--- src/rtl/fp8_pkg.sv ---
// fp8_pkg: FP8 and BF16 format constants shared by the encode and decode directions
// Contents: exponent biases, special-exponent codes, canonical quiet-NaN mantissa, lane width
package fp8_pkg;
    localparam int          FP8_W            = 8;
    localparam int          FP8_EXP_BIAS     = 8;
    localparam int          BF16_EXP_BIAS    = 127;
    localparam logic [3:0]  FP8_EXP_SPECIAL  = 4'hF;
    localparam logic [7:0]  BF16_EXP_SPECIAL = 8'hFF;
    localparam logic [6:0]  BF16_QNAN_MANT   = 7'h40;
    localparam logic [7:0]  EXP_ADJ          = 8'(BF16_EXP_BIAS - FP8_EXP_BIAS);
endpackage

--- src/rtl/fp8_to_bf16_unpack_if.sv ---
// fp8_to_bf16_unpack_if: packed-FP8 input stream and BF16 output stream with valid/ready
// Signals: in_valid/in_ready/in_data/in_count/in_last, out_valid/out_ready/out_data/out_last
// Modports: master drives the input word and out_ready, slave is the decoder
interface fp8_to_bf16_unpack_if #(
    parameter int LANES = 4,
    parameter int CW    = $clog2(LANES) + 1
);
    logic               in_valid;
    logic               in_ready;
    logic [8*LANES-1:0] in_data;
    logic [CW-1:0]      in_count;
    logic               in_last;
    logic               out_valid;
    logic               out_ready;
    logic [15:0]        out_data;
    logic               out_last;
    modport master (
        output in_valid, in_data, in_count, in_last, out_ready,
        input  in_ready, out_valid, out_data, out_last
    );
    modport slave (
        input  in_valid, in_data, in_count, in_last, out_ready,
        output in_ready, out_valid, out_data, out_last
    );
endinterface

--- src/rtl/fp8_to_bf16_lane.sv ---
// fp8_to_bf16_lane: exact combinational decode of one FP8 code into BF16
// Ports: i_fp8 (sign[7], exponent[6:3], mantissa[2:0]), o_bf16 (decoded value)
module fp8_to_bf16_lane
    import fp8_pkg::*;
(
    input  logic [7:0]  i_fp8,
    output logic [15:0] o_bf16
);
    logic       w_s;
    logic [3:0] w_e;
    logic [2:0] w_m;
    assign w_s = i_fp8[7];
    assign w_e = i_fp8[6:3];
    assign w_m = i_fp8[2:0];
    // Subnormals normalise by the position of the leading mantissa one,
    // which lowers the rebased exponent by 0, 1 or 2.
    always_comb begin
        o_bf16 = (w_e == FP8_EXP_SPECIAL) ? {w_s, BF16_EXP_SPECIAL, (w_m == 3'd0) ? 7'h00 : BF16_QNAN_MANT}
               : (w_e != 4'd0)            ? {w_s, {4'b0, w_e} + EXP_ADJ, w_m, 4'b0}
               : w_m[2]                   ? {w_s, EXP_ADJ, w_m[1:0], 5'b0}
               : w_m[1]                   ? {w_s, EXP_ADJ - 8'd1, w_m[0], 6'b0}
               : w_m[0]                   ? {w_s, EXP_ADJ - 8'd2, 7'b0}
               :                            {w_s, 15'h0};
    end
endmodule

--- src/rtl/fp8_to_bf16_unpack.sv ---
// fp8_to_bf16_unpack: streams packed FP8 words out as one BF16 value per cycle
// Ports: clk, rst (sync, active high), bus (slave side of fp8_to_bf16_unpack_if)
module fp8_to_bf16_unpack
    import fp8_pkg::*;
#(
    parameter int LANES = 4,
    parameter int CW    = $clog2(LANES) + 1
) (
    input logic                 clk,
    input logic                 rst,
    fp8_to_bf16_unpack_if.slave bus
);
    localparam int IW = $clog2(LANES);
    logic                        r_a_valid;
    logic [LANES-1:0][FP8_W-1:0] r_word;
    logic [CW-1:0]               r_count;
    logic                        r_a_last;
    logic [IW-1:0]               r_idx;
    logic                        r_out_valid;
    logic [15:0]                 r_out_data;
    logic                        r_out_last;
    logic                        w_at_end;
    logic                        w_b_load;
    logic                        w_in_fire;
    logic [FP8_W-1:0]            w_lane;
    logic [15:0]                 w_bf16;
    assign w_at_end  = CW'(r_idx) == r_count - CW'(1);
    assign w_b_load  = r_a_valid && (!r_out_valid || bus.out_ready);
    // Ready while the last lane moves to the output, so words chain without a bubble.
    assign bus.in_ready = !r_a_valid || (w_b_load && w_at_end);
    assign w_in_fire = bus.in_valid && bus.in_ready;
    assign w_lane    = r_word[r_idx];
    fp8_to_bf16_lane u_lane (
        .i_fp8  (w_lane),
        .o_bf16 (w_bf16)
    );
    always_ff @(posedge clk) begin
        if (rst) begin
            r_a_valid   <= 1'b0;
            r_word      <= '0;
            r_count     <= '0;
            r_a_last    <= 1'b0;
            r_idx       <= '0;
            r_out_valid <= 1'b0;
            r_out_data  <= 16'h0000;
            r_out_last  <= 1'b0;
        end else begin
            if (w_b_load) begin
                r_out_valid <= 1'b1;
                r_out_data  <= w_bf16;
                r_out_last  <= r_a_last && w_at_end;
                r_idx       <= w_at_end ? '0 : r_idx + IW'(1);
                if (w_at_end) r_a_valid <= 1'b0;
            end else if (r_out_valid && bus.out_ready) begin
                r_out_valid <= 1'b0;
            end
            // A new word can only arrive once the held word has finished, so it overrides.
            if (w_in_fire) begin
                r_a_valid <= 1'b1;
                r_word    <= bus.in_data;
                r_count   <= bus.in_count;
                r_a_last  <= bus.in_last;
                r_idx     <= '0;
            end
        end
    end
    assign bus.out_valid = r_out_valid;
    assign bus.out_data  = r_out_data;
    assign bus.out_last  = r_out_last;
endmodule
--- src/flat_wrapper.sv ---
// flat-port wrapper written by rule: the top's interface ports become plain ports
module fp8_to_bf16_unpack_flat import fp8_pkg::*;
#(
    parameter int LANES = 4,
    parameter int CW    = $clog2(LANES) + 1
)
  (clk, rst, bus_in_valid, bus_in_data, bus_in_count, bus_in_last, bus_out_ready, bus_in_ready, bus_out_valid, bus_out_data, bus_out_last);
  fp8_to_bf16_unpack_if #(.LANES(LANES), .CW(CW)) bus_i ();
  input logic clk;
  input logic rst;
  input wire logic [$bits(bus_i.in_valid)-1:0] bus_in_valid;
  input wire logic [$bits(bus_i.in_data)-1:0] bus_in_data;
  input wire logic [$bits(bus_i.in_count)-1:0] bus_in_count;
  input wire logic [$bits(bus_i.in_last)-1:0] bus_in_last;
  input wire logic [$bits(bus_i.out_ready)-1:0] bus_out_ready;
  output wire logic [$bits(bus_i.in_ready)-1:0] bus_in_ready;
  output wire logic [$bits(bus_i.out_valid)-1:0] bus_out_valid;
  output wire logic [$bits(bus_i.out_data)-1:0] bus_out_data;
  output wire logic [$bits(bus_i.out_last)-1:0] bus_out_last;
  assign bus_i.in_valid = bus_in_valid;
  assign bus_i.in_data = bus_in_data;
  assign bus_i.in_count = bus_in_count;
  assign bus_i.in_last = bus_in_last;
  assign bus_i.out_ready = bus_out_ready;
  assign bus_in_ready = bus_i.in_ready;
  assign bus_out_valid = bus_i.out_valid;
  assign bus_out_data = bus_i.out_data;
  assign bus_out_last = bus_i.out_last;
  fp8_to_bf16_unpack #(.LANES(LANES), .CW(CW)) u_core (.clk(clk), .rst(rst), .bus(bus_i));
endmodule
--- config.mk ---
export PLATFORM = sky130hd
export DESIGN_NAME = fp8_to_bf16_unpack_flat
export DESIGN_NICKNAME = d
export VERILOG_FILES = /design/src/rtl/fp8_pkg.sv /design/src/rtl/fp8_to_bf16_unpack_if.sv /design/src/rtl/fp8_to_bf16_lane.sv /design/src/rtl/fp8_to_bf16_unpack.sv /design/src/flat_wrapper.sv
export SDC_FILE = /design/constraint.sdc
export NUM_CORES = 1
export LEC_CHECK = 0
export CORE_MARGIN = 2
export CORE_UTILIZATION = 50
export DETAILED_ROUTE_END_ITERATION = 10
export HOLD_SLACK_MARGIN = 0.03
export PLACE_DENSITY = 0.8
export SLEW_MARGIN = 40
export SYNTH_ARGS = -nofsm -noshare
export SYNTH_HDL_FRONTEND = slang
export SYNTH_SLANG_ARGS = --single-unit
--- constraint.sdc ---
create_clock -name clk -period 4 [get_ports clk]
set_clock_uncertainty 0.15 [all_clocks]
set_input_delay 0.8 -clock clk [delete_from_list [all_inputs] [get_ports clk]]
set_output_delay 0.8 -clock clk [all_outputs]
set_load 0.05 [all_outputs]
==> flow_metrics.env <==
export IMPL_p_clk_share_pct=26.6
export IMPL_yosys_warnings=0
export IMPL_synthAdderAreaFrac_pct=1.95
export IMPL_cp_required_ns=3.05
export IMPL_ys_seq_elements=52
export IMPL_cts_resized=0
export IMPL_synth_edf_count=0
export IMPL_die_w_um=75.7
export IMPL_power_density_nw_per_um2=364
export IMPL_regArea_um2=1040
export IMPL_syn_avg_cell_area_um2=8.77
export IMPL_leakagePower_uw=0.00109
export IMPL_swShare_pct=30.6
export IMPL_crit_family="buffers and inverters"
export IMPL_crit_path_max_incr_delay_ns=0.44
export IMPL_end_kind="primary output"
export IMPL_grt_pass1_wl_um=9320
export IMPL_die_h_um=75.7
export IMPL_drt_pass1_iterations=4
export IMPL_first_iter_violations=159
export IMPL_pwr_share_seq_pct=49.8
export IMPL_multi_input_area_um2=1290
export IMPL_gp_congestion=0.811
export IMPL_synthFlopType="dfxtp_1"
export IMPL_antenna_found_initial=0
export IMPL_n_antenna_cell=0
export IMPL_hpwl_um=3850
export IMPL_grt_max_degree=53
export IMPL_critPathKind="in -> out"
export IMPL_dieArea_um2=5730
export IMPL_via_count=2201
export IMPL_synth_top_family_by_area="compound AO/OA/AOI/OAI gates"
export IMPL_worst_pin_slew_ns=0.596
export IMPL_synth_cell_types=45
export IMPL_synth_xor_area_share_pct=1.02
export IMPL_layout_drive_gt1_share_pct=10.0
export IMPL_arrival_ns=2.21
export IMPL_run_status="finished clean"
export IMPL_vias_per_cell=5.52
export IMPL_clock_fmax_mhz=316
export IMPL_routed_wl_um=5570
export IMPL_finalCriticalPeriod_ns=3.16
export IMPL_clock_latency_ns=0.31
export IMPL_async_reset_ff_share_pct=0
export IMPL_hold_viol=0
export IMPL_place_ws_ns=0.829
export IMPL_overflow=0
export IMPL_area_delta_synth_final_pct=21.6
export IMPL_rows=26
export IMPL_vdd_ir_drop_worst_uv=227
export IMPL_regToRegSetupSlack_ns=1.21
export IMPL_cts_path_max_buffers=2
export IMPL_setup_ws_ns=0.839
export IMPL_critPathSlowestCell="clkdlybuf4s50_1"
export IMPL_power_uw=1140
export IMPL_synth_compound_area_share_pct=21.5
export IMPL_yosys_area_share_simple_pct=15.6
export IMPL_core_area_um2=5040
export IMPL_hold_class="reg -> reg"
export IMPL_worstSetupStartpointType="input pin"
export IMPL_p_int_uw=789
export IMPL_crit_fanout=13
export IMPL_grt_pass1_vias=2057
export IMPL_drv_slew=0
export IMPL_portBuffers=54
export IMPL_final_nets=372
export IMPL_hold_buffers=0
export IMPL_wire_per_inst_um=13.9
export IMPL_slew_headroom_pct=60.2
export IMPL_cts_root_buf="clkbuf_8"
export IMPL_synthMuxAreaShare_pct=9.30
export IMPL_setup_violations=0
export IMPL_power_switching_uw=348
export IMPL_drcViolationCount=0
export IMPL_pwr_share_comb_pct=23.6
export IMPL_cts_buffers=5
export IMPL_rsz0062_at_grt="false"
export IMPL_fillers=473
export IMPL_synthCells=293
export IMPL_htree_levels=2
export IMPL_cp_cell_sequence="clkdlybuf4s50_1, nand2b_1, and2_1, a21oi_2, inv_1, buf_12"
export IMPL_ioPinCount=59
export IMPL_post_cts_buffers=0
export IMPL_clk_pin_slew_ns=0.09
export IMPL_tns_ns=0
export IMPL_antenna_left=0
export IMPL_seq_area_frac_synth_pct=40.5
export IMPL_synth_area_um2=2570
export IMPL_clock_sinks=52
export IMPL_initial_core_util_pct=50.9
export IMPL_maxCapViolations=0
export IMPL_grt_total_usage_pct=21.1
export IMPL_critPathBufInv=3
export IMPL_cts_tree="built"
export IMPL_fin_crit_sh_pct=79.0
==> cells in the final DEF, fill, tap and decap left out, types with 6 or more instances in the layout <==
cell type        netlist  routed
nor2_1                11      11
dfxtp_1               52      52
a21oi_1               47      46
clkdlybuf4s50_1        0      52
nand3_1               38      38
a211oi_1               6       6
nand2_1                9       9
inv_1                 10       9
o21ai_0               38      38
==> Yosys cell counts, types with 2 or more instances <==
master	n	area share, %
mux2i_1	4	1.6
nor3_1	4	0.78
xnor2_1	2	0.68
a21oi_1	47	9.2
a211oi_1	6	1.8
clkbuf_1	15	2.2
ha_1	4	1.9
nand2_1	9	1.3
mux4_1	2	2.0
and2_1	2	0.49
mux4_2	5	4.4
or3_4	2	0.88
inv_1	10	1.5
buf_2	4	0.78
buf_6	4	1.8
nor2_1	11	1.6
nand3_1	38	7.4
dfxtp_1	52	41
mux2_2	3	1.3
buf_4	7	2.0
o21ai_0	38	7.4
==> area by class of cell <==
type	count	area share (%)
multi-input cells	201	41.2
flip-flops and latches	52	33.3
repair buffers	58	18.5
well taps	70	2.80
clock buffers	5	2.20
inverters	10	1.20
clock inverters	3	0.761
==> per-layer routing <==
metal	GRT usage [%]	wire length, um
met1	26.8	2550
met2	36.0	2750
met3	5.03	208
met4	5.65	59
met5	0	0
==> tightest hold or removal path: stages (launching register included) <==
cell and delay, ns:
dfxtp_1 0.32, nand2_1 0.05, a21oi_1 0.05
==> power groups by stage <==
stage / Sequential, uW / Combinational, uW / Clock, uW
detailed placement: 578 / 268 / 0
global route: 570 / 295 / 325
floorplan: 603 / 167 / 0
global placement: 577 / 263 / 0
CTS: 566 / 269 / 309
finish: 566 / 269 / 302
==> stage by stage <==
stage	hold slack [ns]	cell area, um^2	util, %	std cells
3_3_place_gp	0.291	3030	60.1	391
3_5_place_dp	0.294	3030	60.1	391
5_1_grt	0.330	3120	62.0	399
6_report	0.303	3120	62.0	399
2_1_floorplan	0.294	2580	-	296
4_1_cts	0.306	3120	62.0	399
==> flip-flops by register name, summed over array words and instances (netlist names) <==
name / count
u_core.bus.out_last: 1
u_core.bus.out_valid: 1
u_core.r_a_last: 1
u_core.r_a_valid: 1
u_core.r_idx: 2
u_core.r_count: 3
u_core.bus.out_data: 11
u_core.r_word: 32
==> logic make-up (layout without fill, tap and decap cells) <==
group / Yosys count / in the layout
other cells: 1 / 4
simple gates: 76 / 76
buf+inv: 43 / 76
xor+xnor: 3 / 3
flops: 52 / 52
compound gates: 100 / 100
mux: 14 / 14
fa+ha+maj: 4 / 4
==> worst paths after layout <==
kind,from,end,depth (start not counted)
setup / recovery,bus_out_ready,bus_in_ready,6
hold / removal,u_core.bus.out_data[4],u_core.bus.out_data[4],2
hold reg to reg,u_core.bus.out_data[4],u_core.bus.out_data[4],2
setup reg to reg,u_core.r_idx[1],u_core.bus.out_data[8],8
No activity file was read; power rests on OpenSTA's default activity.
